`src/rtl/cache_write_if.sv`:
```
// cache_write_if: write-path bus of cache_write_interface (transaction, beat stream, cache SRAM port)
// Ports: OUT_ready/IN_valid/IN_id/IN_len/IN_addr transaction handshake; OUT_dataReady/IN_dataValid/IN_data beat stream;
// IN_CACHE_ready/OUT_CACHE_ce/OUT_CACHE_we/OUT_CACHE_addr/OUT_CACHE_data cache port; OUT_cacheWriteValid/OUT_cacheWriteId completion.
// slave is the write engine side, master the producer/cache side.
interface cache_write_if #(
   parameter int ADDR_BITS = 10,
   parameter int LEN_BITS = 8,
   parameter int IWIDTH = 128,
   parameter int CWIDTH = 32,
   parameter int ID_LEN = 2
);
   logic OUT_ready;
   logic IN_valid;
   logic [ID_LEN-1:0] IN_id;
   logic [LEN_BITS-1:0] IN_len;
   logic [ADDR_BITS-1:0] IN_addr;
   logic OUT_dataReady;
   logic IN_dataValid;
   logic [IWIDTH-1:0] IN_data;
   logic IN_CACHE_ready;
   logic OUT_CACHE_ce;
   logic OUT_CACHE_we;
   logic [ADDR_BITS-1:0] OUT_CACHE_addr;
   logic [CWIDTH-1:0] OUT_CACHE_data;
   logic OUT_cacheWriteValid;
   logic [ID_LEN-1:0] OUT_cacheWriteId;
   modport slave (
      input IN_valid, IN_id, IN_len, IN_addr, IN_dataValid, IN_data, IN_CACHE_ready,
      output OUT_ready, OUT_dataReady, OUT_CACHE_ce, OUT_CACHE_we, OUT_CACHE_addr, OUT_CACHE_data,
      output OUT_cacheWriteValid, OUT_cacheWriteId
   );
   modport master (
      output IN_valid, IN_id, IN_len, IN_addr, IN_dataValid, IN_data, IN_CACHE_ready,
      input OUT_ready, OUT_dataReady, OUT_CACHE_ce, OUT_CACHE_we, OUT_CACHE_addr, OUT_CACHE_data,
      input OUT_cacheWriteValid, OUT_cacheWriteId
   );
endinterface

```
`src/rtl/cache_write_interface.sv`:
```
// cache_write_interface: splits buffered IWIDTH beats into CWIDTH cache writes for queued fill transactions
// Ports: clk; rst (async, active-low); bus (cache_write_if.slave) carrying the transaction handshake,
// the beat stream, the active-low cache SRAM write port and the transaction-complete pulse.
module cache_write_interface #(
   parameter int ADDR_BITS = 10,
   parameter int LEN_BITS = 8,
   parameter int IWIDTH = 128,
   parameter int CWIDTH = 32,
   parameter int BUF_LEN = 4,
   parameter int ID_LEN = 2,
   parameter int CLSIZE_E = 7
) (
   input logic clk,
   input logic rst,
   cache_write_if.slave bus
);
   localparam int WNUM = IWIDTH / CWIDTH;
   localparam int WB = WNUM > 1 ? $clog2(WNUM) : 1;
   localparam int OFFS_BITS = CLSIZE_E - $clog2(CWIDTH / 8);
   localparam int PB = BUF_LEN > 1 ? $clog2(BUF_LEN) : 1;
   localparam int CB = $clog2(BUF_LEN + 1);
   typedef struct packed {
      logic v;
      logic [ID_LEN-1:0] id;
      logic [LEN_BITS-1:0] len;
      logic [ADDR_BITS-1:0] addr;
   } txn_t;
   txn_t cur_q, cur_d, nxt_q, nxt_d, in_t;
   logic [LEN_BITS-1:0] prog_q, prog_d;
   logic [WB-1:0] widx_q, widx_d;
   logic [IWIDTH-1:0] mem_q [BUF_LEN];
   logic [IWIDTH-1:0] mem_d [BUF_LEN];
   logic [PB-1:0] rd_q, rd_d, wr_q, wr_d;
   logic [CB-1:0] cnt_q, cnt_d;
   logic done_q, done_d;
   logic [ID_LEN-1:0] done_id_q, done_id_d;
   logic [IWIDTH-1:0] head;
   logic issue, acc, is_last, last, pop, push, ready, take;
   assign head = mem_q[rd_q];
   assign issue = cur_q.v && cnt_q != '0;
   assign acc = issue && bus.IN_CACHE_ready;
   assign is_last = prog_q == cur_q.len;
   assign last = acc && is_last;
   // The final word of a transaction also frees its beat, discarding any unused lanes.
   assign pop = acc && (widx_q == WB'(WNUM - 1) || is_last);
   assign push = bus.IN_dataValid && bus.OUT_dataReady;
   assign ready = !nxt_q.v || last;
   assign take = bus.IN_valid && ready;
   assign in_t = '{v: 1'b1, id: bus.IN_id, len: bus.IN_len, addr: bus.IN_addr};
   assign bus.OUT_ready = ready;
   assign bus.OUT_dataReady = cnt_q < CB'(BUF_LEN);
   assign bus.OUT_CACHE_ce = !issue;
   assign bus.OUT_CACHE_we = !issue;
   // Offset wraps inside the cache line; the line index stays fixed for the whole transaction.
   assign bus.OUT_CACHE_addr = {cur_q.addr[ADDR_BITS-1:OFFS_BITS], cur_q.addr[OFFS_BITS-1:0] + prog_q[OFFS_BITS-1:0]};
   assign bus.OUT_CACHE_data = head[widx_q*CWIDTH +: CWIDTH];
   assign bus.OUT_cacheWriteValid = done_q;
   assign bus.OUT_cacheWriteId = done_id_q;
   always_comb begin
      cur_d = cur_q;
      nxt_d = nxt_q;
      mem_d = mem_q;
      if (last) begin
         cur_d = nxt_q.v ? nxt_q : (take ? in_t : '0);
         nxt_d = nxt_q.v && take ? in_t : '0;
      end else if (take) begin
         if (cur_q.v) nxt_d = in_t;
         else cur_d = in_t;
      end
      if (push) mem_d[wr_q] = bus.IN_data;
      prog_d = last ? '0 : acc ? prog_q + 1'b1 : prog_q;
      widx_d = last ? '0 : acc ? widx_q + 1'b1 : widx_q;
      rd_d = !pop ? rd_q : rd_q == PB'(BUF_LEN - 1) ? '0 : rd_q + 1'b1;
      wr_d = !push ? wr_q : wr_q == PB'(BUF_LEN - 1) ? '0 : wr_q + 1'b1;
      cnt_d = cnt_q + CB'(push) - CB'(pop);
      done_d = last;
      done_id_d = last ? cur_q.id : done_id_q;
   end
   always_ff @(posedge clk or negedge rst) begin
      if (!rst) begin
         cur_q <= '0;
         nxt_q <= '0;
         prog_q <= '0;
         widx_q <= '0;
         mem_q <= '{default: '0};
         rd_q <= '0;
         wr_q <= '0;
         cnt_q <= '0;
         done_q <= 1'b0;
         done_id_q <= '0;
      end else begin
         cur_q <= cur_d;
         nxt_q <= nxt_d;
         prog_q <= prog_d;
         widx_q <= widx_d;
         mem_q <= mem_d;
         rd_q <= rd_d;
         wr_q <= wr_d;
         cnt_q <= cnt_d;
         done_q <= done_d;
         done_id_q <= done_id_d;
      end
   end
endmodule

```
`src/flat_wrapper.sv`:
```
// flat-port wrapper written by rule: the top's interface ports become plain ports
module cache_write_interface_flat 
#(
   parameter int ADDR_BITS = 10,
   parameter int LEN_BITS = 8,
   parameter int IWIDTH = 128,
   parameter int CWIDTH = 32,
   parameter int BUF_LEN = 4,
   parameter int ID_LEN = 2,
   parameter int CLSIZE_E = 7
)
  (clk, rst, bus_IN_valid, bus_IN_id, bus_IN_len, bus_IN_addr, bus_IN_dataValid, bus_IN_data, bus_IN_CACHE_ready, bus_OUT_ready, bus_OUT_dataReady, bus_OUT_CACHE_ce, bus_OUT_CACHE_we, bus_OUT_CACHE_addr, bus_OUT_CACHE_data, bus_OUT_cacheWriteValid, bus_OUT_cacheWriteId);
  cache_write_if #(.ADDR_BITS(ADDR_BITS), .LEN_BITS(LEN_BITS), .IWIDTH(IWIDTH), .CWIDTH(CWIDTH), .ID_LEN(ID_LEN)) bus_i ();
  input logic clk;
  input logic rst;
  input wire logic [$bits(bus_i.IN_valid)-1:0] bus_IN_valid;
  input wire logic [$bits(bus_i.IN_id)-1:0] bus_IN_id;
  input wire logic [$bits(bus_i.IN_len)-1:0] bus_IN_len;
  input wire logic [$bits(bus_i.IN_addr)-1:0] bus_IN_addr;
  input wire logic [$bits(bus_i.IN_dataValid)-1:0] bus_IN_dataValid;
  input wire logic [$bits(bus_i.IN_data)-1:0] bus_IN_data;
  input wire logic [$bits(bus_i.IN_CACHE_ready)-1:0] bus_IN_CACHE_ready;
  output wire logic [$bits(bus_i.OUT_ready)-1:0] bus_OUT_ready;
  output wire logic [$bits(bus_i.OUT_dataReady)-1:0] bus_OUT_dataReady;
  output wire logic [$bits(bus_i.OUT_CACHE_ce)-1:0] bus_OUT_CACHE_ce;
  output wire logic [$bits(bus_i.OUT_CACHE_we)-1:0] bus_OUT_CACHE_we;
  output wire logic [$bits(bus_i.OUT_CACHE_addr)-1:0] bus_OUT_CACHE_addr;
  output wire logic [$bits(bus_i.OUT_CACHE_data)-1:0] bus_OUT_CACHE_data;
  output wire logic [$bits(bus_i.OUT_cacheWriteValid)-1:0] bus_OUT_cacheWriteValid;
  output wire logic [$bits(bus_i.OUT_cacheWriteId)-1:0] bus_OUT_cacheWriteId;
  assign bus_i.IN_valid = bus_IN_valid;
  assign bus_i.IN_id = bus_IN_id;
  assign bus_i.IN_len = bus_IN_len;
  assign bus_i.IN_addr = bus_IN_addr;
  assign bus_i.IN_dataValid = bus_IN_dataValid;
  assign bus_i.IN_data = bus_IN_data;
  assign bus_i.IN_CACHE_ready = bus_IN_CACHE_ready;
  assign bus_OUT_ready = bus_i.OUT_ready;
  assign bus_OUT_dataReady = bus_i.OUT_dataReady;
  assign bus_OUT_CACHE_ce = bus_i.OUT_CACHE_ce;
  assign bus_OUT_CACHE_we = bus_i.OUT_CACHE_we;
  assign bus_OUT_CACHE_addr = bus_i.OUT_CACHE_addr;
  assign bus_OUT_CACHE_data = bus_i.OUT_CACHE_data;
  assign bus_OUT_cacheWriteValid = bus_i.OUT_cacheWriteValid;
  assign bus_OUT_cacheWriteId = bus_i.OUT_cacheWriteId;
  cache_write_interface #(.ADDR_BITS(ADDR_BITS), .LEN_BITS(LEN_BITS), .IWIDTH(IWIDTH), .CWIDTH(CWIDTH), .BUF_LEN(BUF_LEN), .ID_LEN(ID_LEN), .CLSIZE_E(CLSIZE_E)) u_core (.clk(clk), .rst(rst), .bus(bus_i));
endmodule
```
`config.mk`:
```
export PLATFORM = sky130hd
export DESIGN_NAME = cache_write_interface_flat
export DESIGN_NICKNAME = d
export VERILOG_FILES = /design/src/rtl/cache_write_if.sv /design/src/rtl/cache_write_interface.sv /design/src/flat_wrapper.sv
export SDC_FILE = /design/constraint.sdc
export NUM_CORES = 1
export LEC_CHECK = 0
export CAP_MARGIN = 10
export CORE_MARGIN = 4
export CORE_UTILIZATION = 60
export DETAILED_ROUTE_END_ITERATION = 7
export DONT_BUFFER_PORTS = 1
export PLACE_DENSITY = 0.79
export REMOVE_ABC_BUFFERS = 1
export SYNTH_ARGS = -nofsm -noshare
export SYNTH_HDL_FRONTEND = slang
export SYNTH_SLANG_ARGS = --single-unit
```
`constraint.sdc`:
```
create_clock -name clk -period 7.4 [get_ports clk]
set_input_delay 1.85 -clock clk [delete_from_list [all_inputs] [get_ports clk]]
set_output_delay 1.85 -clock clk [all_outputs]
set_load 0.005 [all_outputs]
```
==> results of run 1 <==
==> worst min path at each step <==
stage / from / to / slack, ns / depth (start not counted)
5_1_grt: u_core.mem_q[164]$_DFFE_PN0P_ / u_core.mem_q[164]$_DFFE_PN0P_ / 0.50 / 1
6_report: u_core.mem_q[209]$_DFFE_PN0P_ / u_core.mem_q[209]$_DFFE_PN0P_ / 0.50 / 1
3_3_place_gp: u_core.mem_q[214]$_DFFE_PN0P_ / u_core.mem_q[214]$_DFFE_PN0P_ / 0.48 / 1
2_1_floorplan: u_core.nxt_q[0]$_DFFE_PN0P_ / u_core.nxt_q[0]$_DFFE_PN0P_ / 0.47 / 1
3_5_place_dp: u_core.mem_q[210]$_DFFE_PN0P_ / u_core.mem_q[210]$_DFFE_PN0P_ / 0.49 / 1
4_1_cts: u_core.mem_q[209]$_DFFE_PN0P_ / u_core.mem_q[209]$_DFFE_PN0P_ / 0.50 / 1
==> metal layers <==
metal / up-vias / GRT usage [%]
li1: 5771 / -
met1: 7257 / 30.5
met3: 71 / 5.87
met4: 0 / 5.86
met2: 246 / 38.2
met5: - / 0
==> power by group through the flow <==
stage          sequential (mW)  clock [mW]  combinational (mW)
6_report                  5.63        3.09                4.69
2_1_floorplan             5.55           0                4.01
4_1_cts                   5.62        3.16                4.75
3_5_place_dp              5.66           0                4.72
3_3_place_gp              5.54           0                4.59
5_1_grt                   5.80        3.32                5.06
==> cell families (layout without fill, tap and decap cells) <==
group           Yosys count  in the layout
xor+xnor                 20             20
compound gates           78             78
mux                     676            676
fa+ha+maj                15             15
simple gates             67             67
buf+inv                 127            138
flops                   574            574
==> worst reg2reg max path, cell delays in order, from the launching register on <==
cell and delay (ns):
dfrtp_1 0.47, o311a_1 0.44, nand3_1 0.33, nor3_2 0.49, a21oi_1 0.18, inv_1 0.09, ha_1 0.22, inv_1 0.05
ha_1 0.13, inv_1 0.06, fa_1 0.40, xnor2_1 0.15, xnor2_1 0.13
==> Yosys cell counts (all sizes together) <==
master    n
nand4     3
a21oi    24
o311a     1
buf      33
and3      2
nor3      2
a22o     20
nand2b    1
fa        2
clkbuf   81
xor2      9
nor3b     1
and4      1
a22oi    20
o31ai     3
nand2    16
a211o     1
nand3     4
nor4      2
o21ai     6
mux2    516
and2      1
ha       13
xnor2    11
nor2     30
mux4    160
or4       2
o311ai    1
dfrtp   574
nor2b     2
a21o      2
inv      13
==> registers in the layout, indices dropped and copies added, names as in the netlist, 2 cells and up <==
name	cells
u_core.mem_q	512
u_core.nxt_q	21
u_core.wr_q	2
u_core.bus.OUT_CACHE_addr	5
u_core.prog_q	8
u_core.widx_q	2
u_core.cur_q	16
u_core.cnt_q	3
u_core.rd_q	2
u_core.bus.OUT_cacheWriteId	2
==> cell type report <==
class / count / area, um2 / share of cell area, %
sequential: 574 / 14400 / 51.3
multi-input combinational: 856 / 10700 / 38.2
clock buffer: 87 / 1750 / 6.25
tap: 539 / 674 / 2.41
clock inverter: 20 / 310 / 1.11
timing repair buffer: 18 / 160 / 0.572
inverter: 13 / 48.8 / 0.174
==> metrics by stage <==
stage	total power, mW	setup WS, ns	setup TNS [ns]	hold WS (ns)	util, %
after floorplan	9.55	-0.559	-17.90	0.474	-
after global placement	10.1	2.57	0	0.481	61.7
after detailed placement	10.4	2.54	0	0.487	61.7
after CTS	13.5	2.16	0	0.501	66.6
after global routing	14.2	2.06	0	0.505	66.6
final	13.4	2.29	0	0.498	66.6
==> run metrics, run 1 <==
switching pwr=~3.8 mW; CP top delay family=multiplexers; PwrDens=~480 mW/mm2; Synth area leaders=dfrtp_1 56%, mux2_2 23%, mux4_2 14%, clkbuf_1 1.2%, a22o_1 0.69%; Reg power frac=between 40% and 50%; Placed Area=about 0.026 mm2; Via density=about 6.3; most frequent cells in the layout=570 x dfrtp_1, 516 x mux2_2, 160 x mux4_2; Logic pwr share=35.0%; number of clock sinks=574; Max Buffers Root-to-Sink=3; Post-CTS Hold Buffers=0; post-synthesis sequential area ratio=~56%; Cell variety after synth=39; reg2reg end=u_core.cnt_q[2]$_DFF_PN0_; vias in the first global route=approximately 15k; Slowest cell on crit path=dfrtp_4; CP endpoint=bus_OUT_CACHE_data[27]; Post-Synth Simple-Gate Area=1.22%; post-CTS resize count=0; Syn Inst Count=between 1.5k and 2k; Clock power frac=a little under a quarter; crit-path max FO=37; status=finished with violations; Area Overhead vs Synth=9.72%; router iterations before antenna repair=4; Setup crit start=u_core.rd_q[0]$_DFFE_PN0P_; CTS Root Cell=clkbuf_16; failing checks=slew limit; # placed instances=2,000; port bufs=0; initial antenna violation count=0; Arr. time, crit path=between 3 and 4 ns; WP buf/inv=1; H-Tree Level Count=2; switching share of total power=between 20 and 30%; slowest stage delay, CP=between 0.9 and 1 ns; CP Cell Sequence=buf_4, mux4_2, mux4_2; synthesis warning total=0; met1 wire length=~22,000 um; relative slew slack=-89.1%; routability-driven placement congestion ratio=0.780; DR WL met3=2970 um; total wire length=51,200 um; number of nets in the layout=1,689; P_leak=approximately 12 nW; # IOs=between 200 and 250; routed wl met2=approximately 25,000 um; hpwl dp=around 30,000 um; diodes inserted=0; CTS clk-pin slew, worst paths=~0.060 ns; CP Class=reg -> out; min Tclk post-route=5.11 ns; CP Capture Type=output pin; Final period util=69.1%; pin count of the biggest net entering global routing=about 580; Worst Clk Skew=around 0.012 ns; Tot GR Track Use=a little under a quarter; antenna viol nets, final=0; count of final setup violators=0; Final Hold Fails=0; Syn Area/Cell=16.4 um2; worst vdd ir=about 320 uV; RSZ-0062 raised after global routing=no; Synth Register Bits=about 570; WP data required=approximately 5.6 ns; Highest Clock Rate=around 200 MHz; first-pass GRT wire length=83,900 um; drt drc=0; complex-gate fraction of the synthesized area=2.14%; max-slew violations=between 300 and 400; Worst Tran Pin Value=between 2 and 3 ns; worst skew pair latency=0.59 ns; R2R cell count=12; FILL cells=approximately 2.8k; Die Width=roughly 210 um; Most common cell on crit path=mux4_2; xor and xnor area share after synthesis=0.686%; First DRT Iteration DRCs=about 1.0k; post-CTS setup repair buffer count=0; Hold Path Class=reg -> reg; grt ovf=0; Pint=about 9.6 mW; DR WL/cell=24.3 um; CP Depth=3; Adder-Cell Fraction of Synth Area=less than 1%; Initial Utilization=between 60 and 70%; Top Layer Used=met4; fin cells=about 2.1k; fraction of layout instances using a drive strength above 1=51.2%; leading cell type in the layout, fill and taps excluded=dfrtp_1; R2R setup slack=4.14 ns; std cell rows=75; largest family of logic cells by synthesized area=multiplexers; CTS tree=built; worst flop-to-flop path startpoint=u_core.cur_q[20]$_DFFE_PN0P_; post-synthesis cell area=approximately 0.026 mm2; post-route cell area=0.0280 mm2; Synth area leader=dfrtp_1; CP Launch Type=register; Die Y=between 200 and 250 um; via count=13.3k; MaxCap Viol Count=0; CTS buffer count=a little under 60; top-area cell type share of the netlist area=between 50% and 60%; full die area=around 0.046 mm2; core box area=between 0.04 and 0.05 mm2; multiplexer share of the synthesized area=a little under two fifths
(Power assumes the default switching activity.)
==> inputs of run 2 (changes only) <==
==> constraint.sdc (replaced) <==
create_clock -name clk -period 4.8 [get_ports clk]
set_input_delay 1.2 -clock clk [delete_from_list [all_inputs] [get_ports clk]]
set_output_delay 1.2 -clock clk [all_outputs]
set_load 0.005 [all_outputs]
==> run metrics, run 2 (synthesis results as in run 1) <==
Initial Utilization=60.7% (unchanged); number of nets in the layout=1,695 (+0.36%); hpwl dp=30,600 um (+3.4%); Tot GR Track Use=22.6% (-0.26 points); CP Class=reg -> out; setup ws final=0.636 ns (-1.65 ns); # IOs=202 (unchanged); vias in the first global route=14.8k (-1.3%); H-Tree Level Count=2 (unchanged); Largest Register=u_core.mem_q; status=finished clean; CP Launch Type=register; Top Registers=u_core.mem_q: 512 flops, u_core.nxt_q: 21 flops, u_core.cur_q: 16 flops; via count=13.4k (+0.55%); Area Overhead vs Synth=10.4%; worst vdd ir=392 uV (+21%); grt ovf=0 (unchanged); worst flop-to-flop path startpoint=u_core.cur_q[20]$_DFFE_PN0P_; Highest Clock Rate=about 240 MHz; R2R setup slack=1.66 ns (-2.48 ns); CTS buffer count=58 (unchanged); core box area=0.0420 mm2 (unchanged); CTS tree=built; pin count of the biggest net entering global routing=575 (unchanged); drt drc=0 (unchanged); First DRT Iteration DRCs=823 (-21%); Final Util=67.1% (+0.44 points); pre-CTS setup slack=0.978 ns (-1.56 ns); max reg flops=512 (unchanged); initial antenna violation count=0 (unchanged); Max Buffers Root-to-Sink=3 (unchanged); min Tclk post-route=between 4 and 5 ns; std cell rows=75 (unchanged); number of clock sinks=574 (unchanged); reg2reg end=u_core.cnt_q[2]$_DFF_PN0_; max-slew violations=0 (-100%); leading cell type in the layout, fill and taps excluded=dfrtp_1; PwrDens=738 mW/mm2 (+54%); RSZ-0062 raised after global routing=no; CTS clk-pin slew, worst paths=0.07 ns (about the same); R2R cell count=12 (unchanged); Via density=6.35 (+0.21%); Final Hold Fails=0 (unchanged); port bufs=0 (unchanged); Placed Area=0.0261 mm2 (+0.51%); Die Width=214 um (unchanged); Worst Tran Pin Value=1.42 ns (-1.42 ns); multi-input combinational cell area=0.0107 mm2 (unchanged); fraction of layout instances using a drive strength above 1=51.6% (+0.34 points); Die Y=214 um (unchanged); relative slew slack=5.29% (+94 points); post-CTS setup repair buffer count=0 (unchanged); router iterations before antenna repair=5 (+1); CP Capture Type=output pin; post-CTS resize count=0 (unchanged); P_leak=12.0 nW (+0.74%); routability-driven placement congestion ratio=0.777 (-0.40%); Final period util=roughly 87%; antenna viol nets, final=0 (unchanged); post-route cell area=0.0282 mm2 (+0.66%); sequential cell area=0.0144 mm2 (unchanged); WP data required=3.60 ns (-1.95 ns); FILL cells=2,822 (+0.11%); MaxCap Viol Count=0 (unchanged); worst skew pair latency=0.60 ns (about the same); total wire length=51,200 um (about the same); diodes inserted=0 (unchanged); Post-CTS Hold Buffers=0 (unchanged); first-pass GRT wire length=83,400 um (-0.62%); crit-path max FO=39 (+5.4%); Hold Path Class=in -> async; Arr. time, crit path=2.96 ns (-0.30 ns); count of final setup violators=0 (unchanged); most frequent cells in the layout=570 x dfrtp_1, 516 x mux2_2, 160 x mux4_2; full die area=0.0459 mm2 (unchanged); DR WL/cell=24.2 um (-0.33%); CTS Root Cell=clkbuf_16; Worst Clk Skew=0.0190 ns (+0.00750 ns)
[run 2: worst max path at each step]
stage / start / end / cells past startpoint
global route: u_core.rd_q[0]$_DFFE_PN0P_ / bus_OUT_CACHE_data[11] / 3
floorplan: u_core.rd_q[0]$_DFFE_PN0P_ / bus_OUT_CACHE_data[0] / 2
CTS: u_core.rd_q[0]$_DFFE_PN0P_ / bus_OUT_CACHE_data[11] / 3
detailed placement: bus_IN_CACHE_ready / u_core.cnt_q[2]$_DFF_PN0_ / 12
global placement: bus_IN_CACHE_ready / u_core.cnt_q[2]$_DFF_PN0_ / 12
finish: u_core.rd_q[0]$_DFFE_PN0P_ / bus_OUT_CACHE_data[15] / 3
[run 2: final cells by class]
class / instances / share of cell area, %
clock buffers: 84 / 6.14
well taps: 539 / 2.39
clock inverters: 24 / 1.36
repair buffers: 24 / 1.04
multi-input cells: 856 / 37.9
inverters: 13 / 0.173
flip-flops and latches: 574 / 51.0
[run 2: per-layer routing]
layer | share of wire (%) | vias to the layer above | GRT usage [%]
met1 | 42 | 7284 | 30.0
met4 | 2.3 | 0 | 6.05
li1 | - | 5810 | -
met5 | 0 | - | 0
met2 | 50 | 254 | 38.0
met3 | 5.7 | 70 | 5.48
[run 2: critical path, stage by stage, from the launching register on]
cell	delay, ns
dfrtp_4	0.84
buf_12	0.38
mux4_2	0.55
mux4_2	0.53
[run 2: through the flow]
| step | setup TNS (ns) | total power [mW] | hold slack, ns | instances |
|---|---|---|---|---|
| floorplan | -115.63 | 14.7 | 0.474 | 1443 |
| global placement | 0 | 15.7 | 0.481 | 2006 |
| CTS | 0 | 21.1 | 0.274 | 2114 |
| finish | 0 | 20.8 | 0.322 | 2114 |
| global route | 0 | 22.0 | 0.275 | 2114 |
| detailed placement | 0 | 16.1 | 0.488 | 2006 |
[run 2: where the power goes]
| part | internal (mW) | switching, mW |
|---|---|---|
| clock network | 3.03 | 1.86 |
| registers | 7.26 | 1.44 |
| logic | 4.62 | 2.60 |
